===== src/rtl/knight_pkg.sv =====
// Shared constants and types for the knight's tour command path.
// Opcodes and headings match the cmd_proc command format.
package knight_pkg;

  localparam logic [3:0] CAL_GYRO = 4'h2;
  localparam logic [3:0] MOVE     = 4'h4;
  localparam logic [3:0] MOVE_FF  = 4'h5;

  localparam logic [7:0] NORTH = 8'h00;
  localparam logic [7:0] WEST  = 8'h3F;
  localparam logic [7:0] SOUTH = 8'h7F;
  localparam logic [7:0] EAST  = 8'hBF;

  localparam logic [7:0] POS_ACK = 8'hA5;
  localparam logic [7:0] MV_ACK  = 8'h5A;

  typedef enum logic [2:0] {
    IDLE,
    VERT,
    HOLD_V,
    HORZ,
    HOLD_H
  } tour_state_t;

endpackage


===== src/rtl/knight_move_decode.sv =====
// Turns a one-hot knight move into its vertical and horizontal leg commands.
// Zero or multi-hot moves fall back to the b0 move (+1,+2).
module knight_move_decode
  import knight_pkg::*;
(
  input  logic [7:0]  move,
  output logic [15:0] vert_cmd,
  output logic [15:0] horz_cmd
);

  logic [1:0] dx_mag, dy_mag;
  logic       dx_neg, dy_neg;

  always_comb begin
    dx_mag = 2'd1;
    dx_neg = 1'b0;
    dy_mag = 2'd2;
    dy_neg = 1'b0;
    case (move)
      8'h02: begin dx_mag = 2'd1; dx_neg = 1'b1; dy_mag = 2'd2; dy_neg = 1'b0; end
      8'h04: begin dx_mag = 2'd2; dx_neg = 1'b1; dy_mag = 2'd1; dy_neg = 1'b0; end
      8'h08: begin dx_mag = 2'd2; dx_neg = 1'b1; dy_mag = 2'd1; dy_neg = 1'b1; end
      8'h10: begin dx_mag = 2'd1; dx_neg = 1'b1; dy_mag = 2'd2; dy_neg = 1'b1; end
      8'h20: begin dx_mag = 2'd1; dx_neg = 1'b0; dy_mag = 2'd2; dy_neg = 1'b1; end
      8'h40: begin dx_mag = 2'd2; dx_neg = 1'b0; dy_mag = 2'd1; dy_neg = 1'b1; end
      8'h80: begin dx_mag = 2'd2; dx_neg = 1'b0; dy_mag = 2'd1; dy_neg = 1'b0; end
      default: ;
    endcase
  end

  assign vert_cmd = {MOVE,    (dy_neg ? SOUTH : NORTH), 2'b00, dy_mag};
  assign horz_cmd = {MOVE_FF, (dx_neg ? WEST  : EAST),  2'b00, dx_mag};

endmodule


===== src/rtl/tour_cmd_seq.sv =====
// Arbitrates cmd_proc between the UART path and tour replay, splitting each
// knight move into a vertical leg then a horizontal leg with fanfare.
module tour_cmd_seq
  import knight_pkg::*;
#(
  parameter logic [4:0] LAST_MV = 5'd23
) (
  input  logic        clk,
  input  logic        rst_n,
  input  logic        start_tour,
  input  logic [7:0]  move,
  output logic [4:0]  mv_indx,
  input  logic [15:0] cmd_UART,
  input  logic        cmd_rdy_UART,
  output logic        clr_cmd_rdy_UART,
  output logic [15:0] cmd,
  output logic        cmd_rdy,
  input  logic        clr_cmd_rdy,
  input  logic        send_resp,
  output logic [7:0]  resp
);

  tour_state_t state_q, state_d;
  logic [4:0]  mv_indx_q, mv_indx_d;
  logic [15:0] vert_cmd, horz_cmd;

  knight_move_decode u_decode (
    .move     (move),
    .vert_cmd (vert_cmd),
    .horz_cmd (horz_cmd)
  );

  always_ff @(posedge clk or negedge rst_n) begin
    if (!rst_n) begin
      state_q   <= IDLE;
      mv_indx_q <= 5'd0;
    end else begin
      state_q   <= state_d;
      mv_indx_q <= mv_indx_d;
    end
  end

  // Index only advances below LAST_MV, so it saturates without wrapping.
  always_comb begin
    state_d          = state_q;
    mv_indx_d        = mv_indx_q;
    cmd              = vert_cmd;
    cmd_rdy          = 1'b0;
    clr_cmd_rdy_UART = 1'b0;
    resp             = MV_ACK;
    case (state_q)
      IDLE: begin
        cmd              = cmd_UART;
        cmd_rdy          = cmd_rdy_UART;
        clr_cmd_rdy_UART = clr_cmd_rdy;
        resp             = POS_ACK;
        if (start_tour) begin
          state_d   = VERT;
          mv_indx_d = 5'd0;
        end
      end
      VERT: begin
        cmd     = vert_cmd;
        cmd_rdy = 1'b1;
        if (clr_cmd_rdy) state_d = HOLD_V;
      end
      HOLD_V: begin
        cmd = vert_cmd;
        if (send_resp) state_d = HORZ;
      end
      HORZ: begin
        cmd     = horz_cmd;
        cmd_rdy = 1'b1;
        if (clr_cmd_rdy) state_d = HOLD_H;
      end
      HOLD_H: begin
        cmd = horz_cmd;
        if (mv_indx_q == LAST_MV) resp = POS_ACK;
        if (send_resp) begin
          if (mv_indx_q == LAST_MV) begin
            state_d = IDLE;
          end else begin
            state_d   = VERT;
            mv_indx_d = mv_indx_q + 5'd1;
          end
        end
      end
      default: state_d = IDLE;
    endcase
  end

  assign mv_indx = mv_indx_q;

endmodule


===== config.mk =====
export PLATFORM = sky130hd
export DESIGN_NAME = tour_cmd_seq
export DESIGN_NICKNAME = d
export VERILOG_FILES = /design/src/rtl/knight_pkg.sv /design/src/rtl/knight_move_decode.sv /design/src/rtl/tour_cmd_seq.sv
export SDC_FILE = /design/constraint.sdc
export NUM_CORES = 1
export LEC_CHECK = 0
export CAP_MARGIN = 0
export CORE_AREA = 2 2 59 61
export CTS_CLUSTER_DIAMETER = 100
export DETAILED_ROUTE_END_ITERATION = 10
export DIE_AREA = 0 0 61 63
export GPL_TIMING_DRIVEN = 0
export PLACE_DENSITY = 0.91
export SLEW_MARGIN = 20
export SYNTH_ARGS = -nofsm -noshare
export SYNTH_HDL_FRONTEND = slang
export SYNTH_HIERARCHICAL = 1
export SYNTH_SLANG_ARGS = --single-unit

===== constraint.sdc =====
create_clock -name clk -period 1.7 [get_ports clk]
set_input_delay 0.17 -clock clk [delete_from_list [all_inputs] [get_ports clk]]
set_output_delay 0.17 -clock clk [all_outputs]
set_load 0.02 [all_outputs]

==> impl_metrics.xml <==
<?xml version="1.0" encoding="UTF-8"?>
<metrics>
  <group name="power_and_ir_drop">
    <metric name="pwr_dens" unit="mW/mm²">1750</metric>
    <metric name="static_leakage" unit="nW">1.10</metric>
    <metric name="power" unit="mW">4.23</metric>
    <metric name="vdd_drop_max" unit="µV">866</metric>
  </group>
  <group name="die">
    <metric name="chipHeight" unit="µm">63</metric>
    <metric name="dieArea" unit="mm²">0.00384</metric>
    <metric name="die_w" unit="µm">61</metric>
    <metric name="top_level_ports" unit="">61</metric>
    <metric name="starting_utilization_of_the_core_area" unit="">0.405</metric>
    <metric name="num_rows" unit="">21</metric>
    <metric name="core-area" unit="mm²">0.00323</metric>
  </group>
  <group name="status">
    <metric name="violations" unit="">negative setup slack</metric>
    <metric name="run_status" unit="">finished, violations left</metric>
  </group>
  <group name="timing">
    <metric name="worst_hold_slack" unit="ns">0.189</metric>
    <metric name="period_share" unit="">1.14</metric>
    <metric name="report.final.setup_viol" unit="">24</metric>
    <metric name="final_hold_viol_count" unit="">0</metric>
    <metric name="worst_slew_pin_slew" unit="ns">0.526</metric>
    <metric name="max_slew_headroom_at_the_worst_pin" unit="">0.640</metric>
    <metric name="fin_crit" unit="ns">1.94</metric>
    <metric name="post-route-worst-setup-slack" unit="ns">-0.235</metric>
    <metric name="clock_skew" unit="ns">0.0190</metric>
    <metric name="achievable-frequency" unit="MHz">517</metric>
    <metric name="finalMaxSlewViolations" unit="">0</metric>
    <metric name="grt_setup_unrepaired" unit="">yes</metric>
    <metric name="final.setup.tns" unit="ns">-3.62</metric>
  </group>
  <group name="grt">
    <metric name="grt_max_degree" unit="">11</metric>
    <metric name="grt_first_pass_wirelength" unit="µm">6610</metric>
    <metric name="grt_antenna_before_repair" unit="">0</metric>
    <metric name="grt_pass1_vias" unit="">1445</metric>
    <metric name="groute.usage.overall" unit="">0.217</metric>
    <metric name="grt-ovfl-total" unit="">0</metric>
  </group>
  <group name="setup_path">
    <metric name="worstPathCellList" unit="">or2_1 &gt; buf_6 &gt; o21a_4 &gt; buf_6 &gt; a221o_1 &gt; buf_6</metric>
    <metric name="worst_setup_path_start_kind" unit="">flip-flop</metric>
    <metric name="worst-setup-path-type" unit="">flip-flop to primary output</metric>
    <metric name="worst_ep_required_time" unit="ns">1.53</metric>
    <metric name="critPathCaptureType" unit="">primary output</metric>
    <metric name="crit_fanout" unit="">8</metric>
    <metric name="worst_path_most_repeated_cell" unit="">sky130_fd_sc_hd__buf_6</metric>
    <metric name="cp_data_arrival_time" unit="ns">1.77</metric>
    <metric name="critPathSlowestCell" unit="">sky130_fd_sc_hd__dfrtp_2</metric>
    <metric name="critPathMaxStageDelay" unit="ns">0.41</metric>
  </group>
  <group name="finish">
    <metric name="antenna_cells" unit="">0</metric>
    <metric name="finish.cell_count_without_fillers" unit="">304</metric>
    <metric name="fraction_of_layout_instances_using_a_drive_strength_above_1" unit="">0.543</metric>
    <metric name="multiInputGateArea" unit="µm²">912</metric>
    <metric name="layout.filler_cells" unit="">236</metric>
    <metric name="nets" unit="">290</metric>
    <metric name="register_area" unit="µm²">205</metric>
    <metric name="area_growth" unit="%">84.7</metric>
  </group>
  <group name="synthesis">
    <metric name="synth_async_sr_flop_share" unit="">1.00</metric>
    <metric name="post_synth_num_cell_types" unit="">41</metric>
    <metric name="yosys.area.top_type" unit="">sky130_fd_sc_hd__buf_4</metric>
    <metric name="synth_top_area_share" unit="">0.201</metric>
    <metric name="ys_dominant_reg_cell" unit="">sky130_fd_sc_hd__dfrtp_1</metric>
    <metric name="ys_ff_latch" unit="">8</metric>
    <metric name="yosys_warnings" unit="">6</metric>
    <metric name="syn_avg_cell_area" unit="µm²">8.68</metric>
    <metric name="synth_edf_count" unit="">0</metric>
    <metric name="synth_area" unit="mm²">0.00131</metric>
    <metric name="netlist_instances" unit="">151</metric>
    <metric name="synth_top_cells_by_area" unit="">sky130_fd_sc_hd__buf_4, sky130_fd_sc_hd__dfrtp_1, sky130_fd_sc_hd__a221o_1, sky130_fd_sc_hd__and2_2, sky130_fd_sc_hd__buf_6</metric>
    <metric name="synth.yosys.seq_area_share" unit="">0.153</metric>
  </group>
  <group name="place">
    <metric name="dp.cells" unit="">273</metric>
    <metric name="dp_hpwl" unit="µm">2520</metric>
    <metric name="dp_slack" unit="ns">-1.22</metric>
    <metric name="gp_congestion" unit="">0.828</metric>
    <metric name="io_buffer_count" unit="">58</metric>
  </group>
  <group name="clock_tree">
    <metric name="path_clk_slew" unit="ns">0.07</metric>
    <metric name="tritoncts_clock_tree" unit="">done</metric>
    <metric name="h_tree_level_count" unit="">1</metric>
    <metric name="clkLatencyLatePin" unit="ns">0.27</metric>
    <metric name="clk_root_buffer_cell" unit="">sky130_fd_sc_hd__clkbuf_4</metric>
    <metric name="cts_buffer_depth" unit="">2</metric>
    <metric name="cts-buffers-inserted" unit="">3</metric>
    <metric name="cts.sink_count" unit="">8</metric>
    <metric name="post_cts_hold_buffer_count" unit="">0</metric>
  </group>
  <group name="route">
    <metric name="ant_nets" unit="">0</metric>
    <metric name="route.vias.total" unit="">1499</metric>
    <metric name="wl_per_cell" unit="µm">13.4</metric>
    <metric name="drt_wl_total" unit="µm">4090</metric>
    <metric name="drt_pass1_iterations" unit="">4</metric>
    <metric name="routed_via_density" unit="">4.93</metric>
    <metric name="drt-initial-drc-count" unit="">80</metric>
    <metric name="route.detailed.drc" unit="">0</metric>
  </group>
  <group name="min_path">
    <metric name="worstHoldPathType" unit="">input pin to async pin</metric>
  </group>
  <group name="run">
    <metric name="cap_violations" unit="">0</metric>
  </group>
</metrics>
[where the power goes]
part           switching (mW)  total (mW)  internal [mW]
sequential             0.0543       0.310          0.255
clock                  0.0743       0.164         0.0900
combinational            1.71        3.76           2.05
total                    1.84        4.23           2.39
[per-layer routing]
metal  up-vias  GRT usage  part of all wire
met3         8     0.0497             0.072
li1        725          -                 -
met5         -          0                 0
met4         0     0.0652             0.019
met2        74      0.382              0.55
met1       692      0.252              0.36
[worst paths after layout]
path	startpoint	endpoint	slack [ns]	cells after the start
min	rst_n	mv_indx[4]	0.19	1
min reg2reg	mv_indx[4]	mv_indx[4]	0.61	2
min in group clk	clr_cmd_rdy	state_q[0]	0.55	2
max	state_q[0]	cmd[1]	-0.24	6
max in group asynchronous	rst_n	state_q[1]	1.19	1
max reg2reg	state_q[2]	mv_indx[4]	0.12	5
[registers in the layout, indices dropped and copies added (netlist names)]
register and flops:
mv_indx 5, state_q 3
[through the flow]
step / instance area [µm²] / util
detailed placement: 2040 / 0.633
CTS: 2370 / 0.732
finish: 2420 / 0.749
global route: 2420 / 0.749
global placement: 2040 / 0.633
floorplan: 1410 / -
[layout by cell type, fill, tap and decap left out, drive strengths merged, types with 3 or more instances in the layout]
master         count
conb              20
buf               94
nor2               7
clkbuf             6
nand2              4
and2              17
nor3               3
clkdlybuf4s15      4
dfrtp              8
o21ai              4
nand3              4
clkdlybuf4s50     27
a221o             16
nand2b             5
nor4b              5
[cells by family after synthesis]
| family | share of synthesized area |
|---|---|
| simple gates | 0.276 |
| flops | 0.153 |
| mux | 0.00764 |
| buf+inv | 0.266 |
| other cells | 0.00573 |
| fa+ha+maj | 0.00955 |
| compound gates | 0.262 |
| xor+xnor | 0.0201 |
[layout make-up]
type | count | area share
multi-input combinational | 115 | 0.377
timing repair buffer | 85 | 0.342
inverter | 3 | 0.00879
buffer | 43 | 0.153
clock buffer | 4 | 0.0109
sequential | 8 | 0.0848
tap | 46 | 0.0238
[cell usage after synthesis, types with 3 or more instances]
| master | instances |
|---|---|
| sky130_fd_sc_hd__nand2b_1 | 5 |
| sky130_fd_sc_hd__nand2_1 | 4 |
| sky130_fd_sc_hd__dfrtp_1 | 8 |
| sky130_fd_sc_hd__nand3_1 | 4 |
| sky130_fd_sc_hd__a221o_1 | 16 |
| sky130_fd_sc_hd__nor4b_2 | 4 |
| sky130_fd_sc_hd__and2_2 | 17 |
| sky130_fd_sc_hd__buf_6 | 6 |
| sky130_fd_sc_hd__inv_1 | 3 |
| sky130_fd_sc_hd__buf_4 | 35 |
| sky130_fd_sc_hd__nor2_1 | 7 |
| sky130_fd_sc_hd__o21ai_0 | 4 |
[what timing repair did]
action | in CTS | in global routing
hold endpoints to repair | 0 | 0
pin swaps | 14 | 4
setup buffers | 24 | 3
gates resized for setup | 178 | 20
endpoints found under the setup margin | 26 | 26
gates cloned | 1 | 0
[critical path, delay by kind of cell (launching register included)]
kind                   cells  cell delay, ns
buffers and inverters      3            0.42
AND/OR/NAND/NOR            1            0.25
flip-flops                 1            0.41
AO/OA/AOI/OAI              2            0.45
No activity file was read; power rests on OpenSTA's default activity.
